## src/rtl/seven_seg_pkg.sv

```systemverilog
// Shared constants for the 7-segment display bus (encoder and reader).
// Segment patterns are active-low, bit6=g .. bit0=a.
package seven_seg_pkg;

  localparam logic [6:0] SEG_BLANK = 7'h7F;

  // Index = hex value; entry 15 is leftmost.
  localparam logic [15:0][6:0] SEG_LUT = {
    7'h0E, 7'h06, 7'h21, 7'h46,
    7'h03, 7'h08, 7'h18, 7'h00,
    7'h78, 7'h02, 7'h12, 7'h19,
    7'h30, 7'h24, 7'h79, 7'h40
  };

  typedef enum logic [1:0] {
    IDLE   = 2'd0,
    SETTLE = 2'd1,
    HOLD   = 2'd2
  } seg_state_e;

endpackage

```

## src/rtl/seven_seg_decode.sv

```systemverilog
// Combinational segment-pattern to hex decoder.
// Flags legal hex glyphs and the all-off blank pattern.
module seven_seg_decode
  import seven_seg_pkg::*;
(
  input  logic [6:0] i_pattern,
  output logic [3:0] o_hex,
  output logic       o_legal,
  output logic       o_blank
);

  // Reverse lookup through the shared glyph table.
  always_comb begin
    o_hex   = '0;
    o_legal = 1'b0;
    for (int i = 0; i < 16; i++) begin
      if (i_pattern == SEG_LUT[i]) begin
        o_hex   = 4'(i);
        o_legal = 1'b1;
      end
    end
    o_blank = (i_pattern == SEG_BLANK);
  end

endmodule

```

## src/rtl/seven_seg_reader.sv

```systemverilog
// Monitor for the multiplexed active-low 7-segment bus.
// Optional err_count output enabled by SEVEN_SEG_ERRCNT_EN.
module seven_seg_reader
  import seven_seg_pkg::*;
#(
  parameter int NUM_DIGITS    = 2,
  parameter int STABLE_CYCLES = 4
) (
  input  logic                      clk,
  input  logic                      reset,
  input  logic [6:0]                seg,
  input  logic [NUM_DIGITS-1:0]     an,
  output logic [4*NUM_DIGITS-1:0]   digits,
  output logic [NUM_DIGITS-1:0]     digit_valid,
  output logic                      update,
  output logic                      err,
`ifdef SEVEN_SEG_ERRCNT_EN
  output logic [7:0]                err_count,
`endif
  output logic [6:0]                err_pattern
);

  localparam int SW   = NUM_DIGITS + 7;
  localparam int CW   = $clog2(STABLE_CYCLES + 1);
  localparam int SELW = (NUM_DIGITS > 1) ? $clog2(NUM_DIGITS) : 1;
  localparam logic [CW-1:0] STAB = CW'(STABLE_CYCLES);

  logic [SW-1:0]                 r_sample;
  logic [SW-1:0]                 r_prev;
  logic [CW-1:0]                 r_cnt;
  seg_state_e                    r_state;
  logic [NUM_DIGITS-1:0][3:0]    r_digits;
  logic [NUM_DIGITS-1:0]         r_valid;
  logic                          r_update;
  logic                          r_err;
  logic [6:0]                    r_err_pat;

  logic [NUM_DIGITS-1:0]         w_an;
  logic [6:0]                    w_seg;
  logic                          w_change;
  logic                          w_one_hot;
  logic [SELW-1:0]               w_sel;
  logic [CW-1:0]                 w_cnt_nxt;
  seg_state_e                    w_state_nxt;
  logic                          w_capture;
  logic                          w_eval;
  logic [3:0]                    w_hex;
  logic                          w_legal;
  logic                          w_blank;
  logic                          w_illegal;

  assign w_an      = r_sample[SW-1:7];
  assign w_seg     = r_sample[6:0];
  assign w_change  = (r_sample != r_prev);
  assign w_one_hot = $onehot(~w_an);
  assign w_illegal = !w_legal && !w_blank;

  seven_seg_decode u_dec (
    .i_pattern (w_seg),
    .o_hex     (w_hex),
    .o_legal   (w_legal),
    .o_blank   (w_blank)
  );

  // Register the bus and keep the previous sample for change detection.
  always_ff @(posedge clk) begin
    if (reset) begin
      r_sample <= '1;
      r_prev   <= '1;
    end else begin
      r_prev   <= r_sample;
      r_sample <= {an, seg};
    end
  end

  // Locate the single low anode; only meaningful when one-hot.
  always_comb begin
    w_sel = '0;
    for (int i = 0; i < NUM_DIGITS; i++) begin
      if (!w_an[i]) w_sel = SELW'(i);
    end
  end

  // Stability count: restart at 1 on change, else saturate.
  always_comb begin
    if (w_change)
      w_cnt_nxt = CW'(1);
    else if (r_cnt == STAB)
      w_cnt_nxt = r_cnt;
    else
      w_cnt_nxt = r_cnt + CW'(1);
  end

  // Stability counter register.
  always_ff @(posedge clk) begin
    if (reset) r_cnt <= '0;
    else       r_cnt <= w_cnt_nxt;
  end

  // Qualification FSM: next state and capture strobe.
  always_comb begin
    w_state_nxt = r_state;
    w_capture   = 1'b0;
    w_eval      = 1'b0;
    unique case (r_state)
      IDLE:    w_eval = 1'b1;
      SETTLE:  w_eval = 1'b1;
      HOLD:    w_eval = w_change;
      default: w_eval = 1'b1;
    endcase
    if (w_eval) begin
      if (!w_one_hot) begin
        w_state_nxt = IDLE;
      end else if (w_cnt_nxt == STAB) begin
        w_state_nxt = HOLD;
        w_capture   = 1'b1;
      end else begin
        w_state_nxt = SETTLE;
      end
    end
  end

  // FSM state register.
  always_ff @(posedge clk) begin
    if (reset) r_state <= IDLE;
    else       r_state <= w_state_nxt;
  end

  // Write the selected digit and raise the one-cycle pulses.
  always_ff @(posedge clk) begin
    if (reset) begin
      r_digits  <= '0;
      r_valid   <= '0;
      r_update  <= 1'b0;
      r_err     <= 1'b0;
      r_err_pat <= SEG_BLANK;
    end else begin
      r_update <= w_capture;
      r_err    <= w_capture && w_illegal;
      if (w_capture) begin
        r_valid[w_sel] <= w_legal;
        if (w_legal) r_digits[w_sel] <= w_hex;
        if (w_illegal) r_err_pat <= w_seg;
      end
    end
  end

`ifdef SEVEN_SEG_ERRCNT_EN
  logic [7:0] r_err_cnt;

  // Saturating count of illegal captures.
  always_ff @(posedge clk) begin
    if (reset)
      r_err_cnt <= '0;
    else if (w_capture && w_illegal && r_err_cnt != 8'hFF)
      r_err_cnt <= r_err_cnt + 8'd1;
  end

  assign err_count = r_err_cnt;
`endif

  assign digits      = r_digits;
  assign digit_valid = r_valid;
  assign update      = r_update;
  assign err         = r_err;
  assign err_pattern = r_err_pat;

endmodule

```

## config.mk

```make
export PLATFORM = sky130hd
export DESIGN_NAME = seven_seg_reader
export DESIGN_NICKNAME = d
export VERILOG_FILES = /design/src/rtl/seven_seg_pkg.sv /design/src/rtl/seven_seg_decode.sv /design/src/rtl/seven_seg_reader.sv
export SDC_FILE = /design/constraint.sdc
export NUM_CORES = 1
export LEC_CHECK = 0
export CAP_MARGIN = 20
export CORE_MARGIN = 2
export CORE_UTILIZATION = 35
export CTS_CLUSTER_DIAMETER = 120
export CTS_CLUSTER_SIZE = 14
export DETAILED_ROUTE_END_ITERATION = 6
export GPL_TIMING_DRIVEN = 0
export PLACE_DENSITY = 0.52
export SLEW_MARGIN = 20
export SYNTH_ARGS = -nofsm -noshare
export SYNTH_HDL_FRONTEND = slang
export SYNTH_SLANG_ARGS = --single-unit
```

## constraint.sdc

```tcl
create_clock -name clk -period 3.39 [get_ports clk]
set_input_delay 0.339 -clock clk [delete_from_list [all_inputs] [get_ports clk]]
set_output_delay 0.339 -clock clk [all_outputs]
set_load 0.01 [all_outputs]
```

# ---- Word level (Yosys, flattened, before mapping)
# Cells that the tools add are included.
# W data, S select, Z words.
dict set report op_classes {
  n_addsub 2
  n_lt_le_gt_ge 2
  n_eq_ne 21
  n_mux 46
  bitwise 1
  reduce_logical 8
}
# op n
set op_table {}
lappend op_table {{$mux W4} 9}
lappend op_table {{$eq A7 B7 Y1 const B} 5}
lappend op_table {{$mux W1} 23}
lappend op_table {{$eq A7 B5 Y1 const B} 3}
lappend op_table {{$eq A7 B6 Y1 const B} 3}
lappend op_table {{$mux W3} 6}
lappend op_table {{$eq A7 B2 Y1 const B} 2}
lappend op_table {{$eq A7 B4 Y1 const B} 2}
lappend op_table {{$ne A9 B9 Y1} 1}
lappend op_table {{$bwmux W8} 1}
lappend op_table {{$mux W2} 4}
lappend op_table {{$eq A7 B3 Y1 const B} 1}
lappend op_table {{$logic_not A7 Y1} 1}
lappend op_table {{$eq A3 B3 Y1 const B} 2}
lappend op_table {{$demux W4 S1} 1}
lappend op_table {{$reduce_and A2 Y1} 2}
lappend op_table {{$add A3 B1 Y3 const B} 1}
lappend op_table {{$logic_and A1 B1 Y1} 3}
lappend op_table {{$add A1 B1 Y2} 1}
lappend op_table {{$bwmux W2} 1}
lappend op_table {{$eq A2 B1 Y1 const B} 1}
lappend op_table {{$eq A2 B2 Y1 const B} 1}
lappend op_table {{$logic_not A1 Y1} 2}
lappend op_table {{$lt A1 B2 Y1 const B} 1}
lappend op_table {{3 further kinds} 3}
dict set report word_totals {
  regBits 42
}

# ---- Logic depth before layout (Yosys ltp)
dict set report depth {
  word_depth 20
  mapped_depth 7
  ltp_nobuf 7
}

# ---- Hierarchy
# Synthesis repeated with hierarchy kept, for this count alone.
dict set report unflattened {
  hier_cells 224
  area_unflattened_um2 2063.2
}
# mod n_inst cells_per_inst area_each_um2 seq_area_each_um2
set by_module_without_submodules {}
lappend by_module_without_submodules {seven_seg_reader 1 167 1627.8 840.8}
lappend by_module_without_submodules {seven_seg_decode 1 57 435.4 0.0}

# ---- Worst setup path before layout
# No wires, ideal clock.
dict set report synth_timing {
  path_kind {flip-flop to flip-flop}
  startpoint {register r_cnt[0]}
  endpoint {register r_err_pat[0], in the netlist err_pattern[0]}
  arrival_ps 2335
  required_time_ps 3318
  setup_slack_ps 982
  path_stages_with_launch 8
  path_buffers 0
  synth_period_minus_slack_ps 2408
  path_cell_list {dfxtp_1 -> inv_1 -> ha_1 -> or3b_4 -> a311oi_4 -> nand4_4 -> nor4_4 -> mux2i_1}
}
dict set report synth_between {
  elab_chain_len 8
  elab_cells_between_ends 9
  cone_classes {add/sub: 1; eq/ne: 2; mux: 5; reduce/logical: 1}
}
# item line
set synth_lines {}
lappend synth_lines {{from (decl)} seven_seg_reader.sv:30} ;# logic [CW-1:0] r_cnt;
lappend synth_lines {{from (signal assigned)} seven_seg_reader.sv:97} ;# else r_cnt <= w_cnt_nxt;
lappend synth_lines {{$add A3 B1 Y3 / $eq A3 B3 Y1 (equally long branches)} {seven_seg_reader.sv:91, seven_seg_reader.sv:88}}
lappend synth_lines {{$mux W3 *} seven_seg_reader.sv:88} ;# else if (r_cnt == STAB)
lappend synth_lines {{$mux W3 *} seven_seg_reader.sv:86} ;# if (w_change)
lappend synth_lines {{$eq A3 B3 Y1 *} seven_seg_reader.sv:114} ;# end else if (w_cnt_nxt == STAB) begin
lappend synth_lines {{$mux W1 *} seven_seg_reader.sv:114}
lappend synth_lines {{$mux W1 *} seven_seg_reader.sv:112} ;# if (!w_one_hot) begin
lappend synth_lines {{$mux W1 *} seven_seg_reader.sv:111} ;# if (w_eval) begin
lappend synth_lines {{$reduce_and A2 Y1 (no source line) *} -}
lappend synth_lines {{to (signal assigned)} seven_seg_reader.sv:143} ;# if (w_illegal) r_err_pat <= w_seg;
lappend synth_lines {{to (decl)} seven_seg_reader.sv:36} ;# logic [6:0] r_err_pat;
# Every way passes the cells marked *; elsewhere a longest branch is shown, timed or not.
# A chain may end at the register's enable or synchronous reset.

# ---- Worst setup path in the final report
# Ends and elaborated chain as after synthesis.

==> flow_summary.yaml <==
finish:
  final_cells: 341
  design_area_mm2: 0.002594
  regArea_um2: 840.8
  syn2layout_area_growth_pct: 22.66
  fin_nets: 278
  drive_gt1_share_pct: 16.92
  insertedDiodeCount: 0
  utilization_pct: 44.07
  multi_input_area_mm2: 0.001141
  nFillCells: 595
setup_path:
  cp.arrival_ns: 2.93
  r2r_cells: 7
  path_delay_family: "simple AND/OR/NAND/NOR gates"
  cpMaxStageDelayCell: "nor4_4"
  cp-end-kind: "register"
  cpPeakStageDelay_ns: 0.58
  timing_worst_setup_path_type: "reg2reg"
  r2r-end: "err_pattern[0]$_SDFFE_PP1P_"
  cp_max_fo: 7
  required_ns: 3.61
  crit_chain: "inv_1 > ha_1 > or3b_4 > a311oi_4 > nand4_4 > nor4_4 > mux2i_1"
  crit_buf_inv: 1
  worstSetupStartpointType: "register"
  r2r-start: "r_cnt[0]$_SDFF_PP0_"
  rrSetupSlack_ns: 0.68
floorplanning:
  fp.coreArea_mm2: 0.005886
  die_h_um: 81.73
  boundaryPins: 30
  die_w_um: 81.73
  die_area_mm2: 0.006679
  core.rowCount: 28
  start_util_pct: 35.93
drt:
  met3_length_um: 192
  wl_met2_um: 2157
  detail_route.iter0.violations: 102
  routed_via_density: 4.953
  first_pass_iters: 4
  drc: 0
  m1WireLength_um: 2282
  drt-total-wl_um: 4688
  highest_layer: "met4"
  vias: 1689
  avgRoutedWirePerCell_um: 13.75
  postRouteAntennaNets: 0
sta:
  fin_crit_ns: 2.710
  setup_viol: 0
  hold_ws_ns: 0.4665
  fmax_ghz: 0.3690
  finalCritPeriodShare_pct: 79.93
  max_slew.worst_pin.slew_ns: 1.047
  tns_ns: 0
  finalHoldViolCount: 0
  drv_slew: 0
  rsz0062_at_grt: "false"
  setup_slack_ns: 0.6802
  finClkSkew_ns: 0.007199
  max_slew_margin_pct: 29.43
hold_path:
  hold_path_class: "reg2reg"
  min-delay-start: "digits[4]$_SDFFE_PP0P_"
  holdPathEnd: "digits[4]$_SDFFE_PP0P_"
  hold_depth: 2
synth:
  mappedNetlistArea_mm2: 0.002115
  syn_area_per_cell_um2: 9.234
  synth_edf_count: 0
  synth.distinct_cells: 53
  synth_cells: 229
  yosysSeqAreaShare_pct: 39.76
  syn_nets: 242
  ys_ff_latch: 42
  yosys_warnings: 0
  synthFlopType: "dfxtp_1"
  synth-async-reset-ratio_pct: 0
place:
  placed_cells: 333
  post-place-ws_ns: 0.6920
  gp_congestion: 0.8362
  io_buffers: 29
  post_dp_cell_area_mm2: 0.002499
  dp_hpwl_um: 3416
clocking:
  cts-root-buf: "clkbuf_8"
  post_cts_buffers: 0
  cts_tree: "done"
  cts_resized: 0
  clk_pin_slew_ns: 0.08
  tritoncts.num_buffers: 5
  insertion_delay_ns: 0.29
  cts_num_sinks: 42
  clockBufferDepth: 2
  htreeDepth: 2
  cts_hold_buf: 0
pwr:
  netSwitchingPower_mw: 0.2487
  pwr-share-clk_pct: 35.3
  max-vdd-ir-drop_mv: 0.2107
  sw_frac_of_total_pct: 25.73
  p_leak_nw: 0.9456
  p_total_mw: 0.9668
  pwr_density_cell_mw_per_mm2: 372.8
  intPower_mw: 0.7181
  seqPwrFrac_pct: 53.1
  combPwrFrac_pct: 11.6
grt:
  grt_pass1_vias: 1614
  antenna_found_initial: 0
  grt_pass1_wl_um: 7714
  grt_max_degree: 14
  overflow: 0
  track_usage_pct: 15.36
job:
  maxCapViolCount: 0
run_status:
  status: "finished clean"
metal layers:
layer / track usage, % / up-vias
met3: 3.187 / 4
met1: 20.85 / 777
met2: 24.07 / 39
met5: 0 / -
met4: 5.500 / 0
li1: - / 869
worst max path at each step:
stage                             start                           to  slack, ns  depth (start not counted)
CTS                 r_cnt[0]$_SDFF_PP0_  err_pattern[1]$_SDFFE_PP1P_       0.65                          7
detailed placement  r_cnt[0]$_SDFF_PP0_  err_pattern[5]$_SDFFE_PP1P_       0.69                          7
finish              r_cnt[0]$_SDFF_PP0_  err_pattern[0]$_SDFFE_PP1P_       0.68                          7
global placement    r_cnt[0]$_SDFF_PP0_  err_pattern[5]$_SDFFE_PP1P_       0.68                          7
floorplan           r_cnt[0]$_SDFF_PP0_  err_pattern[0]$_SDFFE_PP1P_       0.98                          7
global route        r_cnt[0]$_SDFF_PP0_  err_pattern[4]$_SDFFE_PP1P_       0.49                          7
kinds of logic (layout without fill, tap and decap cells):
logic type / Yosys count / after routing / synth area share (%)
AND/OR/NAND/NOR: 94 / 94 / 27.10
flip-flops: 42 / 42 / 39.76
AO/OA/AOI/OAI: 36 / 36 / 14.08
buffers and inverters: 29 / 66 / 6.272
XOR/XNOR: 14 / 14 / 5.799
multiplexers: 12 / 12 / 5.799
adder cells (fa/ha/maj): 2 / 2 / 1.183
power groups by stage:
stage / Clock (mW) / Combinational, mW / Sequential (mW)
after floorplan: 0 / 0.0812 / 0.523
after CTS: 0.358 / 0.113 / 0.513
after global routing: 0.376 / 0.125 / 0.515
after detailed placement: 0 / 0.112 / 0.525
final: 0.341 / 0.113 / 0.513
after global placement: 0 / 0.113 / 0.525
cell usage after synthesis (all sizes together) (2+ instances only):
master,number,share of area (%)
a21oi,12,2.8
a22oi,2,0.95
a2bb2oi,2,0.83
a32o,2,0.95
and3,2,0.59
and4,2,0.83
and4b,2,0.95
buf,13,3.4
clkbuf,4,0.71
dfxtp,42,40
ha,2,1.2
inv,12,2.1
mux2,2,1.1
mux2i,10,4.7
nand2,12,2.1
nand2b,2,0.59
nand3,3,0.71
nand3b,3,1.1
nand4,2,1.3
nor2,25,4.4
nor2b,4,1.2
nor3,6,1.4
nor4,2,1.3
nor4b,5,2.1
nor4bb,2,0.95
o211ai,2,2.0
o21a,3,1.1
o21ai,6,1.4
or2,13,3.8
or3b,3,1.4
or4b,2,0.95
xnor2,11,4.6
xor2,3,1.2
cell usage in the layout (no fill, tap or decap), types with 3 or more instances in the layout:
cell	synthesis	final
nand3_1	3	3
buf_2	10	10
nand3b_1	3	3
clkbuf_1	4	4
dfxtp_1	42	42
clkbuf_8	0	6
xor2_1	3	3
nor3_1	6	6
nor2b_1	4	4
clkdlybuf4s50_1	0	29
o21ai_0	6	6
nand2_1	12	12
nor2_1	25	25
o21a_1	3	3
inv_1	12	12
nor4b_1	5	5
or2_2	13	13
mux2i_1	10	10
a21oi_1	12	12
xnor2_1	11	11
flip-flops by register name (all words and copies together) (netlist names), 2 cells and up:
register     cells
digits           8
r_prev           9
r_sample         9
err_pattern      7
digit_valid      2
r_state          2
r_cnt            3
cell type report:
type / count / area share (%)
multi-input combinational: 158 / 43.99
buffer: 17 / 3.377
clock inverter: 2 / 0.4824
inverter: 12 / 1.737
sequential: 42 / 32.42
clock buffer: 6 / 3.184
timing repair buffer: 29 / 11.19
tap: 75 / 3.618
worst min-delay path: stages (launching register included):
cell,delay [ns]
dfxtp_1,0.32
nand2_1,0.05
mux2i_1,0.06
(Power assumes the default switching activity.)
